File: config.mk
export PLATFORM = sky130hd
export DESIGN_NAME = if_stage
export DESIGN_NICKNAME = d
export VERILOG_FILES = /design/src/rtl/if_stage_pkg.sv /design/src/rtl/if_inst_buf.sv /design/src/rtl/if_stage.sv
export SDC_FILE = /design/constraint.sdc
export NUM_CORES = 1
export LEC_CHECK = 0
export BUFFER_PORTS_ARGS = -buffer_cell sky130_fd_sc_hd__buf_2
export CAP_MARGIN = 10
export CORE_AREA = 8 8 85 144
export CTS_CLUSTER_SIZE = 24
export DETAILED_ROUTE_END_ITERATION = 8
export DIE_AREA = 0 0 93 152
export MAX_ROUTING_LAYER = met4
export PLACE_DENSITY = 0.91
export SLEW_MARGIN = 10
export SYNTH_ARGS = -nofsm -noshare
export SYNTH_HDL_FRONTEND = slang
export SYNTH_SLANG_ARGS = --single-unit
File: constraint.sdc
create_clock -name clk -period 4 [get_ports clk]
set_input_delay 0.8 -clock clk [delete_from_list [all_inputs] [get_ports clk]]
set_output_delay 0.8 -clock clk [all_outputs]
set_load 0.01 [all_outputs]
File: src/rtl/if_stage_pkg.sv
// Shared fetch-stage definitions: the NOP encoding, the default boot address and
// a helper that forces an address onto a word boundary.
package if_stage_pkg;

  typedef logic [31:0] word_t;

  localparam word_t INST_NOP     = 32'h0000_0013;
  localparam word_t RESET_PC_DEF = 32'h4000_0000;

  function automatic word_t align_word(input word_t addr);
    return {addr[31:2], 2'b00};
  endfunction

endpackage

File: src/rtl/if_inst_buf.sv
// Holding register for the instruction at decode. It captures the memory output on
// the first stalled cycle, because the memory is not read again while stalled.
module if_inst_buf
  import if_stage_pkg::*;
(
  input  logic  clk_i,
  input  logic  rst_n_i,
  input  logic  stall_i,
  input  logic  redirect_i,
  input  logic  valid_i,
  input  word_t rdata_i,
  output word_t inst_o
);

  logic  buf_valid_q, buf_valid_d;
  word_t buf_inst_q, buf_inst_d;

  always_comb begin
    buf_valid_d = buf_valid_q;
    buf_inst_d  = buf_inst_q;
    if (stall_i && !redirect_i && !buf_valid_q) begin
      buf_valid_d = 1'b1;
      buf_inst_d  = rdata_i;
    end else if (!stall_i || redirect_i) begin
      buf_valid_d = 1'b0;
    end
  end

  always_ff @(posedge clk_i) begin
    if (!rst_n_i) begin
      buf_valid_q <= 1'b0;
      buf_inst_q  <= INST_NOP;
    end else begin
      buf_valid_q <= buf_valid_d;
      buf_inst_q  <= buf_inst_d;
    end
  end

  // Killed or empty slots must present a NOP to the control decoder.
  assign inst_o = !valid_i    ? INST_NOP   :
                  buf_valid_q ? buf_inst_q : rdata_i;

endmodule

File: src/rtl/if_stage.sv
// Instruction-fetch stage: PC register, next-PC selection, synchronous-read
// instruction memory interface, decode-stage stall handling and accepted-fetch counter.
module if_stage
  import if_stage_pkg::*;
#(
  parameter word_t RESET_PC = RESET_PC_DEF
) (
  input  logic  clk,
  input  logic  rst_n,
  input  logic  stall,
  input  logic  redirect_valid,
  input  word_t redirect_pc,
  output logic  imem_en,
  output word_t imem_addr,
  input  word_t imem_rdata,
  output word_t id_pc,
  output word_t id_inst,
  output logic  id_valid,
  output word_t fetch_count
);

  word_t pc_q, pc_d;
  logic  v_q;
  word_t fetch_count_q, fetch_count_d;

  // Redirect beats stall; a hold also covers the very first fetch after reset.
  always_comb begin
    if (redirect_valid)    pc_d = align_word(redirect_pc);
    else if (stall || !v_q) pc_d = pc_q;
    else                   pc_d = pc_q + 32'd4;
  end

  assign imem_addr = pc_d;
  assign imem_en   = rst_n && (redirect_valid || !stall);
  assign id_valid  = rst_n && v_q && !redirect_valid;
  assign id_pc     = pc_q;

  always_comb begin
    fetch_count_d = fetch_count_q;
    if (id_valid && !stall) fetch_count_d = fetch_count_q + 32'd1;
  end

  always_ff @(posedge clk) begin
    if (!rst_n) begin
      pc_q          <= RESET_PC;
      v_q           <= 1'b0;
      fetch_count_q <= '0;
    end else begin
      pc_q          <= pc_d;
      v_q           <= 1'b1;
      fetch_count_q <= fetch_count_d;
    end
  end

  assign fetch_count = fetch_count_q;

  if_inst_buf u_buf (
    .clk_i      (clk),
    .rst_n_i    (rst_n),
    .stall_i    (stall),
    .redirect_i (redirect_valid),
    .valid_i    (id_valid),
    .rdata_i    (imem_rdata),
    .inst_o     (id_inst)
  );

endmodule

; ---- Word-level counts from Yosys, hierarchy flattened
; Index checks and enable logic that the tools add are counted.
[classes]
add_sub_neg = 2
mux = 7
n_reduce_logical = 13
[ops]
columns = op, count
row1 = 32-bit 2-to-1 mux, 4
row2 = 32-bit by 1-bit adder with 32-bit output (second input constant), 1
row3 = 32-bit by 3-bit adder with 32-bit output (second input constant), 1
row4 = 1-bit logical AND, 6
row5 = 1-bit zero test, 4
row6 = 1-bit 2-to-1 mux, 3
row7 = 1-bit logical OR, 2
row8 = 2-bit nonzero test, 1
[totals]
register_bits = 98
input_bits = 68
out_inout_bits = 130
wordCells = 27

; ---- Longest topological paths before layout
; Gate-level depths: netlist of the first run.
[logic_depth]
word_depth = 4
ltp_mapped = 8
depth_no_buf = 5

; ---- Modules after synthesis
; A second synthesis of the first run with hierarchy kept.
[unflattened]
hier_cells = 666
area_unflattened_um2 = 5550.3
[modules_own_cells]
columns = module, instances, cells_each, area_per_inst_um2, seq_area_each_um2
row1 = if_stage, 1, 454, 3682.3, 1301.2
row2 = if_inst_buf, 1, 212, 1868.0, 660.6

; ---- Worst setup path before layout of the first run
; OpenSTA, ideal clock, no wires.
[synth_path]
path_kind = in2out
start = input stall
end = output imem_addr[28]
t_arrival_ns = 2.281
required_time_ns = 3.200
slack_ns = 0.919
cell_stages = 5
path_buffers = 1
path_cell_list = buf_6 -> nand3b_4 -> or4_4 -> or4_4 -> a31oi_1
[synth_via]
elab_chain_len = 3
[synth_lines]
columns = element, line
row1 = start: declaration, if_stage.sv:10  ; input logic stall,
row2 = 1-bit logical OR, if_stage.sv:29  ; else if (stall || !v_q) pc_d = pc_q;
row3 = 32-bit 2-to-1 mux, if_stage.sv:29
row4 = 32-bit 2-to-1 mux, if_stage.sv:28  ; if (redirect_valid) pc_d = align_word(redirect_pc);
row5 = end: declaration, if_stage.sv:14  ; output word_t imem_addr,
; Every way passes these cells.

; ---- Worst setup path in the final report of the first run
[layout_path]
start = input redirect_valid
end = output imem_addr[14]
[layout_via]
elab_chain_len = 1
[layout_lines]
columns = element, line
row1 = start: declaration, if_stage.sv:11  ; input logic redirect_valid,
row2 = 32-bit 2-to-1 mux, if_stage.sv:28
; Every way passes these cells.

==> qor.yml, run 1 <==
grt:
  antenna_found_initial: 2
  grt.total_usage: 0.235
  grt_pass1_vias: 5505
  grt-ovfl-total: 0
  grt_pass1_wl_mm: 26.8
  grt_start_max_net_pins: 70
synthesis:
  synth.most_common_cell: "nand2_1"
  yosys.area.top_type: "dfxtp_1"
  ys_async_sr_fraction: 0
  syn_nets: 762
  synth_commonest_cells: "nand2_1, dfxtp_1, nor2_1, a21oi_1, clkbuf_1"
  syn_inst: 692
  avgSynthCellArea_um2: 7.81
  synth_top_area_frac: 0.363
  yosysUniqueCellTypes: 55
  synth_edf_count: 0
  synth_area_um2: 5400
  yosysWarnings: 0
  synthTopCellsByArea: "dfxtp_1, mux2i_1, nand2_1"
  yosysSeqAreaShare: 0.363
  ys_ff_latch: 98
  ys.flop_type: "dfxtp_1"
clock_network:
  cts_setup_buffers: 0
  clockBufferDepth: 2
  hold_buffers: 0
  post_cts_resized: 0
  path_clk_slew_ns: 0.07
  clk_latency_ns: 0.34
  clock_sinks: 98
  cts-root-buf: "clkbuf_16"
  cts_tree: "built"
  htree_levels: 3
  cts-buffers-inserted: 9
sta:
  min_period_over_period: 0.846
  relSlewSlack: 0.319
  slew_viol_final: 0
  finalSetupViolCount: 0
  period_needed_ns: 3.38
  setup_ws_ns: 0.618
  holdWs_ns: 0.455
  max_slew.worst_pin.slew_ns: 1.02
  clock_skew_ns: 0.00767
  rsz0062_at_grt: "no"
  tns_ns: 0
  max_freq_mhz: 296
  hold_viol_final: 0
power_and_ir_drop:
  p_per_area_nw_per_um2: 338
  p_leak_nw: 2.80
  p_clk_frac: 0.390
  swShare: 0.277
  irDropWorstVdd_mv: 0.289
  p_sw_mw: 0.631
  sequentialPowerShare: 0.469
  combPwrFrac: 0.141
  p_int_mw: 1.64
  finalPower_mw: 2.27
route:
  vias_per_cell: 5.84
  wl_mm: 16.8
  ant_nets: 0
  firstDrtPassIters: 6
  num_vias: 5778
  drtIter0Drc: 376
  wl_per_cell_um: 17.0
  drcViolationCount: 0
setup_path:
  worstSetupPathType: "input pin to primary output"
  setup.worst_path.start_class: "input pin"
  endpoint_kind: "primary output"
  crit_fanout: 48
  cp.required_ns: 3.20
  worst_ep_arrival_time_ns: 2.58
finish:
  layout-drive-gt1-share: 0.273
  final_util: 0.661
  multi_input_area_um2: 3190
  areaGrowthSynthToFinish_pct: 24.5
  fin_nets: 926
  regArea_um2: 1960
  nFillCells: 866
floorplan:
  die-height_um: 152
  ioPinCount: 198
  num_rows: 49
  start_util: 0.531
  die_area_um2: 14100
  core_um2: 10200
  fp.dieW_um: 93
placed_design:
  io_buffers: 195
  place_ws_ns: 0.629
  dp_hpwl_mm: 12.5
  place_congestion: 0.858
worst_hold_path:
  min_path_type: "flop to flop"
run:
  cap_viol_max_count: 0
run_status:
  status: "finished, final reports clean"
[area by class of cell]
class / instances / area share
clock buffers: 10 / 0.0341
multi-input cells: 528 / 0.474
well taps: 127 / 0.0236
flip-flops and latches: 98 / 0.292
diodes: 2 / 0.000744
repair buffers: 206 / 0.157
clock inverters: 6 / 0.0110
inverters: 13 / 0.00726
[critical path, stage by stage]
cell	delay (ns)
buf_2	0.15
buf_4	0.40
clkinv_1	0.33
buf_4	0.35
and4_1	0.23
nor3_1	0.12
buf_2	0.16
[layer usage]
layer | track usage | part of all wire
met1 | 0.243 | 0.38
met2 | 0.396 | 0.51
met3 | 0.0533 | 0.073
met4 | 0.131 | 0.043
met5 | - | 0
[registers in the layout (all words and copies together) (netlist names)]
register / count
fetch_count: 32
id_pc: 32
u_buf.buf_valid_q: 1
u_buf.buf_inst_q: 32
v_q: 1
[path summary, 6_finish.rpt]
| path | from | to | slack [ns] | cells past startpoint |
|---|---|---|---|---|
| worst max-delay path | redirect_valid | imem_addr[14] | 0.62 | 7 |
| worst min-delay path | u_buf.buf_inst_q[8] | u_buf.buf_inst_q[8] | 0.46 | 2 |
| worst max register to register | fetch_count[11] | fetch_count[29] | 1.73 | 4 |
| worst min register to register | u_buf.buf_inst_q[8] | u_buf.buf_inst_q[8] | 0.46 | 2 |
[cell families after synthesis]
family | count (synthesis) | share of synthesized area
AND/OR/NAND/NOR | 329 | 0.311
AO/OA/AOI/OAI | 137 | 0.166
flip-flops | 98 | 0.363
buffers and inverters | 66 | 0.0486
multiplexers | 40 | 0.0743
XOR/XNOR | 20 | 0.0324
adder cells (fa/ha/maj) | 2 | 0.00463
[stage by stage]
stage / cell area (um^2) / std cells
2_1_floorplan: 5400 / 692
6_report: 6720 / 990
3_3_place_gp: 6420 / 972
4_1_cts: 6720 / 988
3_5_place_dp: 6420 / 972
5_1_grt: 6720 / 990
[cell usage in the layout (no fill, tap or decap), types with 3 or more instances in the layout]
master / Yosys / layout
o21ai_0: 14 / 14
o31a_1: 3 / 3
nand3_1: 30 / 30
nor2_1: 71 / 70
xor2_1: 8 / 8
and3_1: 7 / 7
a31oi_1: 8 / 8
buf_2: 5 / 195
and4_1: 11 / 11
a311oi_1: 4 / 4
or3_1: 10 / 10
a211oi_1: 13 / 13
o211ai_1: 4 / 4
and2_1: 10 / 10
nand2b_1: 14 / 14
o311ai_0: 11 / 11
nand4_1: 22 / 22
xnor2_1: 12 / 12
nor4_1: 12 / 11
nand2_1: 101 / 101
nand4b_1: 3 / 3
o41ai_1: 11 / 11
a32oi_1: 3 / 3
a21oi_1: 54 / 54
dfxtp_1: 98 / 97
o31ai_1: 6 / 6
buf_4: 0 / 11
inv_1: 11 / 11
or4_1: 4 / 4
nor3_1: 10 / 10
nor2b_1: 7 / 7
clkbuf_16: 0 / 9
mux2i_1: 39 / 39
[power groups by stage]
| stage | Clock (mW) | Sequential (mW) | Combinational, mW |
|---|---|---|---|
| after global placement | 0 | 1.09 | 0.317 |
| after global routing | 0.947 | 1.07 | 0.353 |
| final | 0.886 | 1.07 | 0.321 |
| after CTS | 0.901 | 1.07 | 0.324 |
| after detailed placement | 0 | 1.09 | 0.323 |
| after floorplan | 0 | 1.08 | 0.188 |
Power figures use the tool's default switching activity.
==> run 2: changes to the inputs <==
Settings changed: CORE_AREA 8 8 85 144 to 8 8 92 156, DIE_AREA 0 0 93 152 to 0 0 100 164, PLACE_DENSITY 0.91 to 0.83.
Clock period 4 ns to 3 ns, I/O delays scaled along.
==> qor.yml, run 2 (same netlist as run 1, synthesis figures left out) <==
run_status:
  status: "finished, final reports clean"  # unchanged
setup_path:
  worst-r2r-setup-slack_ns: 1.01  # was 1.73 ns
  slowest_stage: "or4_4"  # was buf_4
  crit_fanout: 2  # was 48
  setup.worst_path.start_class: "flop"  # was input pin
  r2r_start: "id_pc[2]"  # was fetch_count[11]
  worstSetupPathType: "flop to primary output"  # was input pin to primary output
  r2r-end: "id_pc[28]"  # was fetch_count[29]
  cp.required_ns: 2.40  # was 3.20 ns
  crit_chain: "ha_2 > nand3b_4 > or4_4 > or4_4 > a31oi_1 > buf_2"  # was buf_2 > buf_4 > clkinv_1 > buf_4 > and4_1 > nor3_1 > buf_2
  worst_ep_arrival_time_ns: 2.33  # was 2.58 ns
  endpoint_kind: "primary output"  # unchanged
  slowest_delay_ns: 0.53  # was 0.40 ns
  cpMostUsedCell: "or4_4"
  r2r_cells: 5  # was 4
worst_hold_path:
  whs_path_depth: 2  # unchanged
  min_path_type: "flop to flop"  # unchanged
  hold_path_end: "u_buf.buf_inst_q[11]"  # was u_buf.buf_inst_q[8]
  min_from: "u_buf.buf_inst_q[11]"  # was u_buf.buf_inst_q[8]
grt:
  grt-ovfl-total: 0  # unchanged
  grt_pass1_wl_mm: 27.1  # was 26.8 mm
  grt.total_usage: 0.210  # was 0.235
  grt_start_max_net_pins: 69  # was 70
  antenna_found_initial: 1  # was 2
  grt_pass1_vias: 5451  # was 5,505
floorplan:
  ioPinCount: 198  # unchanged
  core_um2: 12300  # was 10,200 um^2
  die_area_um2: 16400  # was 14,100 um^2
  num_rows: 54  # was 49
  fp.dieW_um: 100  # was 93 um
  die-height_um: 164  # was 152 um
  start_util: 0.439  # was 0.531
placed_design:
  dp_hpwl_mm: 12.9  # was 12.5 mm
  place_congestion: 0.875  # was 0.858
  io_buffers: 195  # unchanged
sta:
  period_needed_ns: 2.93
  max_slew.worst_pin.slew_ns: 0.770  # was 1.02 ns
  clock_skew_ns: 0.0125  # was 0.00767 ns
  finalSetupViolCount: 0  # unchanged
  holdWs_ns: 0.456  # was 0.455 ns
  slew_viol_final: 0  # unchanged
  rsz0062_at_grt: "no"  # unchanged
  max_freq_mhz: 341
  tns_ns: 0  # unchanged
  min_period_over_period: 0.977
  relSlewSlack: 0.486  # was 0.319
  hold_viol_final: 0  # unchanged
route:
  wl_per_cell_um: 16.5  # was 17.0 um
  num_vias: 5895  # was 5,778
  vias_per_cell: 5.59  # was 5.84
  drcViolationCount: 0  # unchanged
  wl_mm: 17.4  # was 16.8 mm
  firstDrtPassIters: 4  # was 6
  ant_nets: 0  # unchanged
  drtIter0Drc: 271  # was 376
clock_network:
  cts-root-buf: "clkbuf_16"  # unchanged
  path_clk_slew_ns: 0.08  # was 0.07 ns
  cts-buffers-inserted: 9  # unchanged
  htree_levels: 3  # unchanged
  clock_sinks: 98  # unchanged
  clockBufferDepth: 2  # unchanged
  clk_latency_ns: 0.35  # was 0.34 ns
  cts_tree: "built"  # unchanged
finish:
  nFillCells: 1157  # was 866
  fin_nets: 951  # was 926
  final_common_cell: "buf_2"  # unchanged
  areaGrowthSynthToFinish_pct: 28.7  # was 24.5%
  layout_common_cells: "buf_2, nand2_1, dfxtp_1"  # unchanged
  layout-drive-gt1-share: 0.295  # was 0.273
power_and_ir_drop:
  p_per_area_nw_per_um2: 425  # was 338 nW/um^2
  irDropWorstVdd_mv: 0.311  # was 0.289 mV
  p_leak_nw: 2.91  # was 2.80 nW
run:
  cap_viol_max_count: 0  # unchanged
## run 2: changes by cell type in the layout (fill, tap and decap cells not counted), sizes merged
cell | previous run | this run
buf | 206 | 231
bufinv | 1 | 0
clkinv | 2 | 3
clkinvlp | 2 | 1
diode | 2 | 1
## run 2: final cells by class
cell class,instances,area (um^2),area share
multi-input combinational,528,3190,0.459
sequential,98,1960,0.282
timing repair buffer,231,1270,0.183
clock buffer,10,229,0.0329
tap,168,210,0.0302
inverter,13,48.8,0.00702
clock inverter,5,38.8,0.00558
antenna,1,2.50,0.000360
## run 2: power breakdown
part           switching, mW  internal [mW]  total [mW]
logic                  0.263          0.195       0.458
clock network          0.519          0.565        1.08
registers             0.0593           1.35        1.41
## run 2: worst max-delay path: cells and delay by family (launching register included)
kind / cells / cell delay [ns]
flops: 1 / 0.34
compound gates: 1 / 0.20
fa+ha+maj: 1 / 0.23
buf+inv: 1 / 0.17
simple gates: 3 / 1.05
## run 2: through the flow
step	power, mW	cell area [um^2]	utilization	std cells	worst slack, ns
floorplan	1.69	5400	-	692	0.319
global placement	1.89	6630	0.539	1031	0.205
detailed placement	1.90	6630	0.539	1031	0.188
CTS	2.99	6900	0.561	1046	0.0209
global route	3.08	6950	0.566	1054	0.0127
finish	2.95	6950	0.566	1054	0.0680
## run 2: worst max path at each step
stage	from	endpoint	slack, ns	cells after the start
global route	id_pc[2]	imem_addr[28]	0.01	6
global placement	stall	imem_addr[28]	0.21	6
floorplan	stall	imem_addr[28]	0.32	5
finish	id_pc[2]	imem_addr[28]	0.07	6
detailed placement	stall	imem_addr[28]	0.19	6
CTS	id_pc[2]	imem_addr[18]	0.02	6
## run 2: timing repair
item                                    CTS  global route
buffers inserted                          0             7
endpoints found under the hold margin     0             0
endpoints found under the setup margin    0             4
gates resized for setup                   0             2
hold buffers                              0             0
## run 2: metal layers
metal | GRT usage | vias up | wire length [um]
met4 | 0.111 | 0 | 584
met2 | 0.359 | 206 | 8840
met3 | 0.0433 | 36 | 1030
li1 | - | 2879 | -
met5 | - | - | 0
met1 | 0.222 | 2774 | 6940
==> run 3: changes to the inputs <==
Settings changed: CORE_AREA 8 8 92 156 to 8 8 97 165, DIE_AREA 0 0 100 164 to 0 0 105 173, PLACE_DENSITY 0.83 to 0.73.
Clock period 3 ns to 3.34 ns, I/O delays scaled along.
==> qor.yml, run 3 (same netlist as run 1, synthesis figures left out) <==
finish:
  fin_nets: 935  # was 951
  final_util: 0.502  # was 0.566
  layout_common_cells: "buf_2, nand2_1, dfxtp_1"  # unchanged
  design_area_um2: 6880  # was 6950 um^2
  areaGrowthSynthToFinish_pct: 27.3  # was 28.7%
  final_common_cell: "buf_2"  # unchanged
  layout-drive-gt1-share: 0.282  # was 0.295
  stdcell_count: 1048  # was 1,054
sta:
  hold_viol_final: 0  # unchanged
  max_slew.worst_pin.slew_ns: 1.03  # was 0.770 ns
  rsz0062_at_grt: "no"  # unchanged
  relSlewSlack: 0.314  # was 0.486
  clock_skew_ns: 0.00811  # was 0.0125 ns
  slew_viol_final: 0  # unchanged
  finalSetupViolCount: 0  # unchanged
  tns_ns: 0  # unchanged
  period_needed_ns: 3.18
  max_freq_mhz: 314
  min_period_over_period: 0.952
grt:
  grt_pass1_wl_mm: 28.0  # was 27.1 mm
  grt-ovfl-total: 0  # unchanged
  grt.total_usage: 0.191  # was 0.210
  grt_pass1_vias: 5387  # was 5,451
  antenna_found_initial: 1  # unchanged
  grt_start_max_net_pins: 70  # was 69
floorplan:
  ioPinCount: 198  # unchanged
  die_area_um2: 18200  # was 16,400 um^2
  num_rows: 57  # was 54
  die-height_um: 173  # was 164 um
  fp.dieW_um: 105  # was 100 um
  start_util: 0.395  # was 0.439
  core_um2: 13700  # was 12,300 um^2
placed_design:
  dp_hpwl_mm: 13.2  # was 12.9 mm
  io_buffers: 195  # unchanged
  place_congestion: 0.826  # was 0.875
  dp_cells: 1031  # unchanged
  dpl-instance-area_um2: 6560  # was 6630 um^2
clock_network:
  cts_tree: "built"  # unchanged
  post_cts_resized: 0  # unchanged
  clk_latency_ns: 0.34  # was 0.35 ns
  cts-root-buf: "clkbuf_16"  # unchanged
  cts_setup_buffers: 0  # unchanged
  cts-buffers-inserted: 9  # unchanged
  htree_levels: 3  # unchanged
  clock_sinks: 98  # unchanged
  clockBufferDepth: 2  # unchanged
  path_clk_slew_ns: 0.08  # about the same
  hold_buffers: 0  # unchanged
route:
  drcViolationCount: 0  # unchanged
  wl_per_cell_um: 16.8  # was 16.5 um
  firstDrtPassIters: 4  # unchanged
  num_vias: 5723  # was 5,895
  ant_nets: 0  # unchanged
  vias_per_cell: 5.46  # was 5.59
  drtIter0Drc: 291  # was 271
  wl_mm: 17.6  # was 17.4 mm
setup_path:
  endpoint_kind: "primary output"  # unchanged
  worstSetupPathType: "flop to primary output"  # unchanged
  worst_ep_arrival_time_ns: 2.51  # was 2.33 ns
  crit_fanout: 5  # was 2
  setup.worst_path.start_class: "flop"  # unchanged
  cp.required_ns: 2.67  # was 2.40 ns
power_and_ir_drop:
  combPwrFrac: 0.143  # was 0.155
  p_per_area_nw_per_um2: 404  # was 425 nW/um^2
  p_leak_nw: 2.86  # was 2.91 nW
  irDropWorstVdd_mv: 0.266  # was 0.311 mV
  p_int_mw: 1.99  # was 2.11 mW
  p_sw_mw: 0.794  # was 0.842 mW
  p_clk_frac: 0.398  # was 0.367
  sequentialPowerShare: 0.460  # was 0.478
  swShare: 0.286  # was 0.285
run_status:
  status: "finished, final reports clean"  # unchanged
run:
  cap_viol_max_count: 0  # unchanged
worst_hold_path:
  min_path_type: "flop to flop"  # unchanged
[run 3: worst paths after layout]
path	from	to	slack, ns	cells after the start
max	id_pc[2]	imem_addr[28]	0.16	6
max reg2reg	u_buf.buf_valid_q	u_buf.buf_inst_q[31]	1.22	4
min reg2reg	u_buf.buf_inst_q[18]	u_buf.buf_inst_q[18]	0.45	2
min	u_buf.buf_inst_q[18]	u_buf.buf_inst_q[18]	0.45	2
[run 3: worst max-delay path, cell delays in order (launching register included)]
cell and delay [ns]:
dfxtp_1 0.43, ha_1 0.24, nand3b_4 0.09, or4_4 0.52, or4_4 0.43, a31oi_1 0.28
buf_2 0.19
[run 3: power groups by stage]
stage	registers, mW	logic [mW]	clock network [mW]
finish	1.28	0.396	1.11
global route	1.29	0.437	1.19
CTS	1.28	0.402	1.13
detailed placement	1.30	0.400	0
global placement	1.30	0.396	0
floorplan	1.29	0.225	0
[run 3: per-stage QoR]
step                setup slack [ns]  power, mW  hold slack, ns
finish                         0.160       2.78           0.454
global route                  0.0923       2.92           0.474
CTS                            0.157       2.81           0.457
detailed placement             0.288       1.70           0.448
global placement               0.297       1.70           0.442
floorplan                      0.523       1.52           0.436
[run 3: final cells by class]
class | instances | area, um^2
clock inverters | 7 | 92.6
well taps | 177 | 221
flip-flops and latches | 98 | 1960
repair buffers | 215 | 1140
fillers | 1392 | 6810
inverters | 13 | 48.8
clock buffers | 9 | 225
diodes | 1 | 2.50
multi-input cells | 528 | 3190
[run 3: per-layer routing]
metal,track usage,vias up,routed length (um)
met4,0.0658,0,389
met3,0.0473,31,1020
met5,-,-,0
met1,0.207,2655,7300
li1,-,2870,-
met2,0.329,167,8860
